==> config.mk <==
export PLATFORM = sky130hd
export DESIGN_NAME = riplcry_add_4_1_str
export DESIGN_NICKNAME = d
export VERILOG_FILES = /design/src/rtl/riplcry_add_4_1_str.sv
export SDC_FILE = /design/constraint.sdc
export NUM_CORES = 1
export LEC_CHECK = 0
export ABC_AREA = 1
export BUFFER_PORTS_ARGS = -buffer_cell sky130_fd_sc_hd__buf_4
export CORE_AREA = 2 2 39 41
export CTS_CLUSTER_SIZE = 8
export DETAILED_ROUTE_END_ITERATION = 10
export DIE_AREA = 0 0 41 43
export PLACE_DENSITY = 0.48
export SETUP_SLACK_MARGIN = 0.1
export SYNTH_ARGS = -nofsm -noshare
export SYNTH_HDL_FRONTEND = slang
export SYNTH_SLANG_ARGS = --single-unit
==> constraint.sdc <==
create_clock -name clk -period 2.4 [get_ports clk]
set_input_delay 0.24 -clock clk [delete_from_list [all_inputs] [get_ports clk]]
set_output_delay 0.24 -clock clk [all_outputs]
set_load 0.05 [all_outputs]
==> src/rtl/riplcry_add_4_1_str.sv <==
// 4-bit structural ripple-carry adder with a registered sum/carry stage.
// Optional macro RIPLCRY_OVF_EN adds a registered two's-complement overflow flag V.

module riplcry_fa (
  input  wire a,
  input  wire b,
  input  wire ci,
  output wire s,
  output wire co
);

  wire axb;
  wire ab;
  wire cxp;

  xor g_axb (axb, a, b);
  xor g_sum (s, axb, ci);
  and g_gen (ab, a, b);
  and g_prp (cxp, ci, axb);
  or  g_co  (co, ab, cxp);

endmodule

module riplcry_add_4_1_str (
  input  logic clk,
  input  logic rst,
  input  logic A3,
  input  logic A2,
  input  logic A1,
  input  logic A0,
  input  logic B3,
  input  logic B2,
  input  logic B1,
  input  logic B0,
  input  logic Cin,
  output logic Cout,
`ifdef RIPLCRY_OVF_EN
  output logic V,
`endif
  output logic S3,
  output logic S2,
  output logic S1,
  output logic S0
);

  localparam int unsigned W = 4;

  wire [W-1:0] a;
  wire [W-1:0] b;
  wire [W-1:0] s;
  wire [W:0]   c;

  assign a    = {A3, A2, A1, A0};
  assign b    = {B3, B2, B1, B0};
  assign c[0] = Cin;

  // Carry ripples LSB to MSB through one full adder per bit.
  for (genvar i = 0; i < W; i++) begin : g_bit
    riplcry_fa u_fa (
      .a  (a[i]),
      .b  (b[i]),
      .ci (c[i]),
      .s  (s[i]),
      .co (c[i+1])
    );
  end

  // Output register; reset wins over incoming data.
  always_ff @(posedge clk) begin
    if (rst) begin
      Cout <= 1'b0;
      {S3, S2, S1, S0} <= '0;
    end else begin
      Cout <= c[W];
      {S3, S2, S1, S0} <= s;
    end
  end

`ifdef RIPLCRY_OVF_EN
  // Signed overflow: carry into MSB differs from carry out of MSB.
  always_ff @(posedge clk) begin
    if (rst) begin
      V <= 1'b0;
    end else begin
      V <= c[W-1] ^ c[W];
    end
  end
`endif

endmodule

==> results of run 1 <==
==> final timing paths <==
check / end / slack [ns] / depth (start not counted)
worst max-delay path: S3 / 0.66 / 9
worst min-delay path: Cout / 0.19 / 2
==> metal layers <==
metal	global-route usage	routed length (um)
met3	0	39
met1	0.0462	132
met5	0	0
met2	0.0750	195
met4	0.100	0
==> worst max-delay path: cells and delay by family <==
family | cells | cell delay [ns]
buffers and inverters | 4 | 0.30
and+or+nand+nor | 1 | 0.08
adders and majority gates | 4 | 1.29
==> sequential cells by signal, indices dropped and copies added, names as in the netlist <==
name / count
Cout: 1
S0: 1
S2: 1
S1: 1
S3: 1
==> per-stage QoR <==
| step | total power, mW | instance area [sq um] |
|---|---|---|
| floorplan | 0.148 | 233 |
| global placement | 0.180 | 365 |
| detailed placement | 0.181 | 365 |
| CTS | 0.279 | 392 |
| global route | 0.286 | 392 |
| finish | 0.271 | 392 |
==> cells by family (layout without fill, tap and decap cells) <==
family	count (synthesis)	count (layout)
and+or+nand+nor	5	5
DFF	5	5
buffers and inverters	9	28
adders and majority gates	4	4
==> cell usage after synthesis (all sizes together) <==
cell type  instances
inv                9
dfxtp              5
nor2               5
fa                 4
==> final cells by class <==
| cell class | count | area (sq um) |
|---|---|---|
| Timing Repair Buffer | 15 | 113 |
| Fill cell | 143 | 992 |
| Multi-Input combinational cell | 9 | 98.8 |
| Tap cell | 16 | 20.0 |
| Inverter | 9 | 33.8 |
| Clock buffer | 4 | 26.3 |
| Sequential cell | 5 | 100 |
==> power groups by stage <==
stage          logic, mW  clock network (mW)  registers (mW)
2_1_floorplan     0.0179                   0           0.130
3_3_place_gp      0.0829                   0          0.0967
3_5_place_dp      0.0839                   0          0.0967
4_1_cts           0.0839              0.0994          0.0953
5_1_grt           0.0914              0.0989          0.0958
6_report          0.0825              0.0937          0.0952
==> impl_metrics.json, run 1 <==
{
  "status": "complete, no violations",
  "grt_pass1_wl_um": 565,
  "hold_slack_ns": 0.192,
  "ys_ff_latch": 5,
  "postCtsSetupBuffers": 0,
  "synth_area_leaders": "dfxtp_1 43%, fa_1 34%, inv_1 15%",
  "synth_top_area_cell": "dfxtp_1",
  "internal_power_uw": 187,
  "p_sw_uw": 84.6,
  "routedWlPerCell_um": 6.31,
  "required_ns": 2.57,
  "cts_root_buf": "clkbuf_4",
  "post-route-period-util": 0.726,
  "tightest_slew_ns": 0.146,
  "clkSinkCount": 5,
  "synth_top_family_by_area": "adder cells",
  "worst_slack_ns": 0.657,
  "path_cells": "buf_4 > inv_1 > fa_1 > inv_1 > fa_1 > fa_1 > inv_1 > fa_1 > nor2_1",
  "grt_overflow": 0,
  "setup_viol": 0,
  "ir_drop_uv": 124,
  "fmax_mhz": 574,
  "hp-start": "rst",
  "clockPowerShare": 0.345,
  "start_util": 0.168,
  "arrival_ns": 1.92,
  "crit_fanout": 1,
  "synth_area_sq_um": 233,
  "path_clk_slew_ns": 0.04,
  "p_per_area_nw_per_um2": 693,
  "crit_path_start": "A0",
  "synth_compound_area_frac": 0,
  "syn_nets": 38,
  "postCtsHoldBufs": 0,
  "finalNetCount": 58,
  "final_cell_count_no_fill": 58,
  "synth_cell_types": 4,
  "grt_pass1_vias": 189,
  "path_class": "input pin to register",
  "core_area_sq_um": 1380,
  "comb_power_share": 0.304,
  "synth_simple_gate_area_frac": 0.0806,
  "hold_violations": 0,
  "cts_tree": "done",
  "dr.pass1.iters": 4,
  "ctsResizeCount": 0,
  "worstSetupEndpointType": "register",
  "vias_per_cell": 3.24,
  "tns_ns": 0,
  "synth_xor_area_frac": 0,
  "area_growth_pct": 68.3,
  "grt_max_degree": 6,
  "slew_headroom": 0.903,
  "clk_path_buf_depth": 2,
  "p_seq_frac": 0.351,
  "cts_buffers": 3,
  "fin_crit_ns": 1.74,
  "drtIter0Drc": 1,
  "dp_hpwl_um": 324,
  "hold_class": "input pin to register",
  "place_congestion": 0.554,
  "grtUsageTotal": 0.0536,
  "die_w_um": 41,
  "vias": 188,
  "ant_nets": 0,
  "antenna_found_initial": 0,
  "critPathMaxStageDelay_ns": 0.40,
  "layout_commonest_cell": "buf_4",
  "pin_count": 16,
  "seq_area_frac_synth": 0.430,
  "swShare": 0.312,
  "yosysWarnings": 0,
  "final_util": 0.283,
  "placementRows": 14,
  "fp.dieH_um": 43,
  "dp_cells": 54,
  "dp_slack_ns": 0.403,
  "start_kind": "input pin",
  "drive_gt1_frac": 0.429,
  "synth_mux_area_frac": 0,
  "netlist_instances": 23,
  "wl_um": 366,
  "syn_area_per_cell_sq_um": 10.1,
  "synthAdderAreaFrac": 0.344,
  "port_buffers": 15,
  "n_antenna_cell": 0,
  "slew_violations": 0,
  "grt_setup_unrepaired": "false",
  "synthDominantCellAreaShare": 0.430,
  "timing.critical_path.mode_cell": "fa_1",
  "power.leakage_nw": 0.217,
  "h-tree-depth": 1,
  "final_cell_mix": "15 x buf_4, 9 x inv_1, 5 x dfxtp_1, 5 x nor2_1, 4 x fa_1",
  "drcViolationCount": 0,
  "cap_violations": 0,
  "crit_slowest_cell": "fa_1",
  "die_area_sq_um": 1760
}
(Power assumes the default switching activity.)
==> run 2, diff against run 1 <==
ABC_AREA = 0   (was 1)
PLACE_DENSITY = 0.5   (was 0.48)
clock period = 1.5 ns   (was 2.4 ns; I/O delays follow)
==> run 2 against run 1 <==
- total power grew 65%
- critical path depth unchanged
- synthesized cell count fell by 8.7%
- the run now ends with negative setup slack left
- final cell count decreased by 3.4%
- first-iteration DRC count down 100%
==> impl_metrics.json, run 2 <==
{
  "comb_power_share": 0.319,
  "hold_class": "input pin to register",
  "p_per_area_nw_per_um2": 1050,
  "seq_area_frac_synth": 0.435,
  "postCtsSetupBuffers": 0,
  "drive_gt1_frac": 0.675,
  "multi_input_area_sq_um": 111,
  "hold_depth": 2,
  "yosysWarnings": 0,
  "final_cell_count_no_fill": 56,
  "worst_slack_ns": -0.0334,
  "yosysMostFrequentCell": "inv_1",
  "fmax_mhz": 652,
  "synth_top_area_cell": "dfxtp_1",
  "critPathMaxStageDelay_ns": 0.40,
  "layout_commonest_cell": "buf_4",
  "power_uw": 448,
  "grt_overflow": 0,
  "fill_cells": 147,
  "fin_crit_ns": 1.53,
  "port_buffers": 15,
  "routedWlPerCell_um": 6.73,
  "grt_setup_unrepaired": "true",
  "final_area_sq_um": 428,
  "post-route-period-util": 1.02,
  "ys_ff_latch": 5,
  "antenna_found_initial": 0,
  "placed_area_sq_um": 378,
  "seqCellArea_sq_um": 100,
  "slew_headroom": 0.903,
  "start_util": 0.166,
  "synth_cell_types": 5,
  "tns_ns": -0.0334,
  "ant_nets": 0,
  "arrival_ns": 1.72,
  "tightest_slew_ns": 0.147,
  "final_cell_mix": "12 x buf_4, 5 x dfxtp_1",
  "n_antenna_cell": 0,
  "drcViolationCount": 0,
  "die_w_um": 41,
  "pin_count": 16,
  "hp-start": "rst",
  "place_congestion": 0.536,
  "synth-async-reset-ratio": 0,
  "p_seq_frac": 0.338,
  "core_area_sq_um": 1380,
  "failed_checks": "negative setup slack",
  "wl_um": 377,
  "p_sw_uw": 145,
  "synth_edf_count": 0,
  "cts_tree": "done",
  "yosys_most_used_dff": "dfxtp_1",
  "synth_area_sq_um": 230,
  "required_ns": 1.68,
  "h-tree-depth": 1,
  "placementRows": 14,
  "ir_drop_uv": 226,
  "path_clk_slew_ns": 0.05,
  "grt_max_degree": 6,
  "clk_path_buf_depth": 2,
  "vias_per_cell": 3.25,
  "internal_power_uw": 303,
  "clockPowerShare": 0.342,
  "syn_nets": 36,
  "cap_violations": 0,
  "finalNetCount": 56,
  "area_growth_pct": 85.9,
  "hold_violations": 0,
  "fp.dieH_um": 43,
  "drtIter0Drc": 0,
  "grt_pass1_wl_um": 552,
  "start_kind": "input pin",
  "crit_path_start": "A0",
  "die_area_sq_um": 1760,
  "worstSetupEndpointType": "register",
  "dp_cells": 52,
  "clkSinkCount": 5,
  "hold_slack_ns": 0.0965,
  "cts_buffers": 3,
  "grt_pass1_vias": 161,
  "vias": 182,
  "dr.pass1.iters": 1,
  "syn_area_per_cell_sq_um": 11.0,
  "postCtsHoldBufs": 0,
  "crit_slowest_cell": "fa_1",
  "status": "finished with violations",
  "slew_violations": 0,
  "synth_area_leaders": "dfxtp_1 43%, fa_1 35%, inv_1 11%",
  "yosys-top-cells-count": "7 x inv_1, 5 x dfxtp_1, 4 x fa_1",
  "setup_viol": 1,
  "cts_root_buf": "clkbuf_4",
  "path_class": "input pin to register",
  "grtUsageTotal": 0.0535,
  "timing.critical_path.mode_cell": "fa_2",
  "swShare": 0.323,
  "power.leakage_nw": 0.210,
  "crit_fanout": 1,
  "netlist_instances": 21,
  "synthDominantCellAreaShare": 0.435,
  "path_cells": "buf_8 > clkinv_8 > fa_2 > inv_2 > fa_2 > fa_2 > inv_2 > fa_1 > nor2_1"
}
-- run 2: cell count changes after synthesis, sizes merged --
| cell | before | now |
|---|---|---|
| nor2 | 5 | 3 |
| inv | 9 | 7 |
| nor2b | 0 | 2 |
-- run 2: cell families (layout without fill, tap and decap cells) --
| family | Yosys count | in the layout | share of synthesized area |
|---|---|---|---|
| buffers and inverters | 7 | 26 | 0.114 |
| flip-flops | 5 | 5 | 0.435 |
| AND/OR/NAND/NOR | 5 | 5 | 0.103 |
| adder cells (fa/ha/maj) | 4 | 4 | 0.348 |
-- run 2: area by class of cell --
class | instances | area share
flip-flops and latches | 5 | 0.234
repair buffers | 15 | 0.298
multi-input cells | 9 | 0.260
inverters | 7 | 0.0965
well taps | 16 | 0.0468
clock buffers | 3 | 0.0526
clock inverters | 1 | 0.0117
-- run 2: repair_timing --
item                                    in CTS  in global routing
pin swaps                                    0                  0
endpoints found under the setup margin       1                  1
endpoints found under the hold margin        0                  0
gates cloned                                 0                  0
gates resized for setup                      5                  2
-- run 2: critical path: cells and delay by family --
| kind | cells | cell delay (ns) |
|---|---|---|
| simple gates | 1 | 0.08 |
| buf+inv | 4 | 0.23 |
| fa+ha+maj | 4 | 1.25 |
-- run 2: worst paths after layout --
path | endpoint | slack [ns]
setup / recovery | S3 | -0.03
hold / removal | S3 | 0.1
-- run 2: power groups by stage --
stage          clock network, mW  logic [mW]  registers, mW
2_1_floorplan                  0      0.0302          0.208
3_3_place_gp                   0       0.138          0.155
3_5_place_dp                   0       0.140          0.155
4_1_cts                    0.161       0.144          0.152
5_1_grt                    0.178       0.156          0.153
6_report                   0.153       0.143          0.152
-- run 2: stage by stage --
step	util	worst slack, ns
floorplan	-	-0.148
global placement	0.273	-0.332
detailed placement	0.273	-0.333
global route	0.309	-0.0622
CTS	0.304	-0.0356
finish	0.309	-0.0334
-- run 2: layer usage --
layer | GRT usage | routed length (um) | vias to the layer above
met1 | 0.0523 | 125 | 73
met2 | 0.0594 | 171 | 13
met4 | 0.0600 | 8 | 0
met3 | 0.0471 | 72 | 2
li1 | - | - | 94
met5 | 0 | 0 | -
==> run 3, diff against run 2 <==
MAX_ROUTING_LAYER = met4   (was unset)
SETUP_SLACK_MARGIN = 0.3   (was 0.1)
==> run 3 against run 2 <==
- worst setup slack worse by 0.012 ns
- design area is 0.58% higher
- the flow still finishes with violations (negative setup slack)
- core utilization is 0.18 points higher
- first-iteration DRC count stayed put
- final cell count stayed put
- clock-buffer cell count stayed put
- wire length stayed put
- sequential share of layout area is 0.14 points lower
- die area stayed put
==> impl_metrics.json, run 3 (synthesis gave the netlist of run 2 again) <==
{
  "timing.critical_path.mode_cell": "fa_2",
  "tightest_slew_ns": 0.147,
  "start_util": 0.166,
  "tns_ns": -0.0454,
  "h-tree-depth": 1,
  "path_class": "input pin to register",
  "pin_count": 16,
  "finalNetCount": 56,
  "drcViolationCount": 0,
  "status": "finished with violations",
  "fp.dieH_um": 43,
  "crit_slowest_cell": "fa_2",
  "wl_um": 377,
  "placementRows": 14,
  "layout_commonest_cell": "buf_4",
  "hold_class": "input pin to register",
  "cts_buffers": 3,
  "grt_setup_unrepaired": "true",
  "final_cell_count_no_fill": 56,
  "slew_headroom": 0.903,
  "die_w_um": 41,
  "crit_fanout": 1,
  "postCtsSetupBuffers": 0,
  "vias_per_cell": 3.25,
  "worstSetupEndpointType": "register",
  "drtIter0Drc": 0,
  "path_clk_slew_ns": 0.05,
  "ir_drop_uv": 226,
  "area_growth_pct": 87.0,
  "grtUsageTotal": 0.0548,
  "core_area_sq_um": 1380,
  "vias": 182,
  "n_antenna_cell": 0,
  "post-route-period-util": 1.03,
  "slew_violations": 0,
  "grt_pass1_wl_um": 552,
  "dp_slack_ns": -0.333,
  "fin_crit_ns": 1.55,
  "dp_cells": 52,
  "failed_checks": "negative setup slack",
  "cts_root_buf": "clkbuf_4",
  "fmax_mhz": 647,
  "hold_violations": 0,
  "grt_overflow": 0,
  "worst_slack_ns": -0.0454,
  "dr.pass1.iters": 1,
  "start_kind": "input pin",
  "routedWlPerCell_um": 6.73,
  "clk_path_buf_depth": 2,
  "arrival_ns": 1.73,
  "cap_violations": 0,
  "grt_pass1_vias": 165,
  "setup_viol": 1,
  "clkSinkCount": 5,
  "antenna_found_initial": 0,
  "drive_gt1_frac": 0.700,
  "grt_max_degree": 6,
  "port_buffers": 15,
  "die_area_sq_um": 1760,
  "critPathMaxStageDelay_ns": 0.41,
  "fill_cells": 147,
  "place_congestion": 0.538,
  "crit_buf_inv": 4,
  "crit_family": "adder cells",
  "postCtsHoldBufs": 0,
  "final_cell_mix": "12 x buf_4, 5 x dfxtp_1, 4 x fa_2",
  "power.leakage_nw": 0.209,
  "required_ns": 1.68,
  "ant_nets": 0,
  "cts_tree": "done",
  "p_per_area_nw_per_um2": 1040,
  "path_cells": "buf_8 > clkinv_8 > fa_2 > inv_2 > fa_2 > fa_2 > inv_2 > fa_2 > nor2_1"
}
## run 3: cell type report
class | instances | area, sq um | share of cell area
tap | 16 | 20.0 | 0.0465
multi-input combinational | 9 | 114 | 0.265
sequential | 5 | 100 | 0.233
timing repair buffer | 15 | 128 | 0.297
clock buffer | 3 | 22.5 | 0.0523
clock inverter | 1 | 5.00 | 0.0116
inverter | 7 | 41.3 | 0.0959
## run 3: repair_timing
item	4_1_cts	5_1_grt
resized for setup	6	2
setup endpoints to repair	3	3
pin swaps	1	1
## run 3: where the power goes
group	leakage, nW	total [mW]	switching, mW	internal [mW]
combinational	0.150	0.144	0.0848	0.0588
sequential	0.0417	0.152	0.00341	0.148
clock	0.0177	0.153	0.0568	0.0965
total	0.209	0.449	0.145	0.304
## run 3: metal layers
layer	track usage	part of all wire	vias to the layer above
met4	0.0600	0.021	0
met1	0.0523	0.33	73
met2	0.0594	0.45	13
li1	-	-	94
met5	-	0	-
met3	0.0471	0.19	2
## run 3: metrics by stage
step | instance area (sq um) | hold slack [ns] | total power [mW] | utilization
3_5_place_dp | 378 | 0.352 | 0.294 | 0.273
5_1_grt | 430 | 0.0875 | 0.488 | 0.311
3_3_place_gp | 378 | 0.351 | 0.293 | 0.273
4_1_cts | 423 | 0.0826 | 0.459 | 0.306
2_1_floorplan | 245 | 0.222 | 0.238 | -
6_report | 430 | 0.0960 | 0.449 | 0.311
## run 3: worst paths after layout
check | from | end | slack, ns | cells past startpoint
worst max-delay path | A0 | S3 | -0.05 | 9
worst min-delay path | rst | S3 | 0.1 | 2
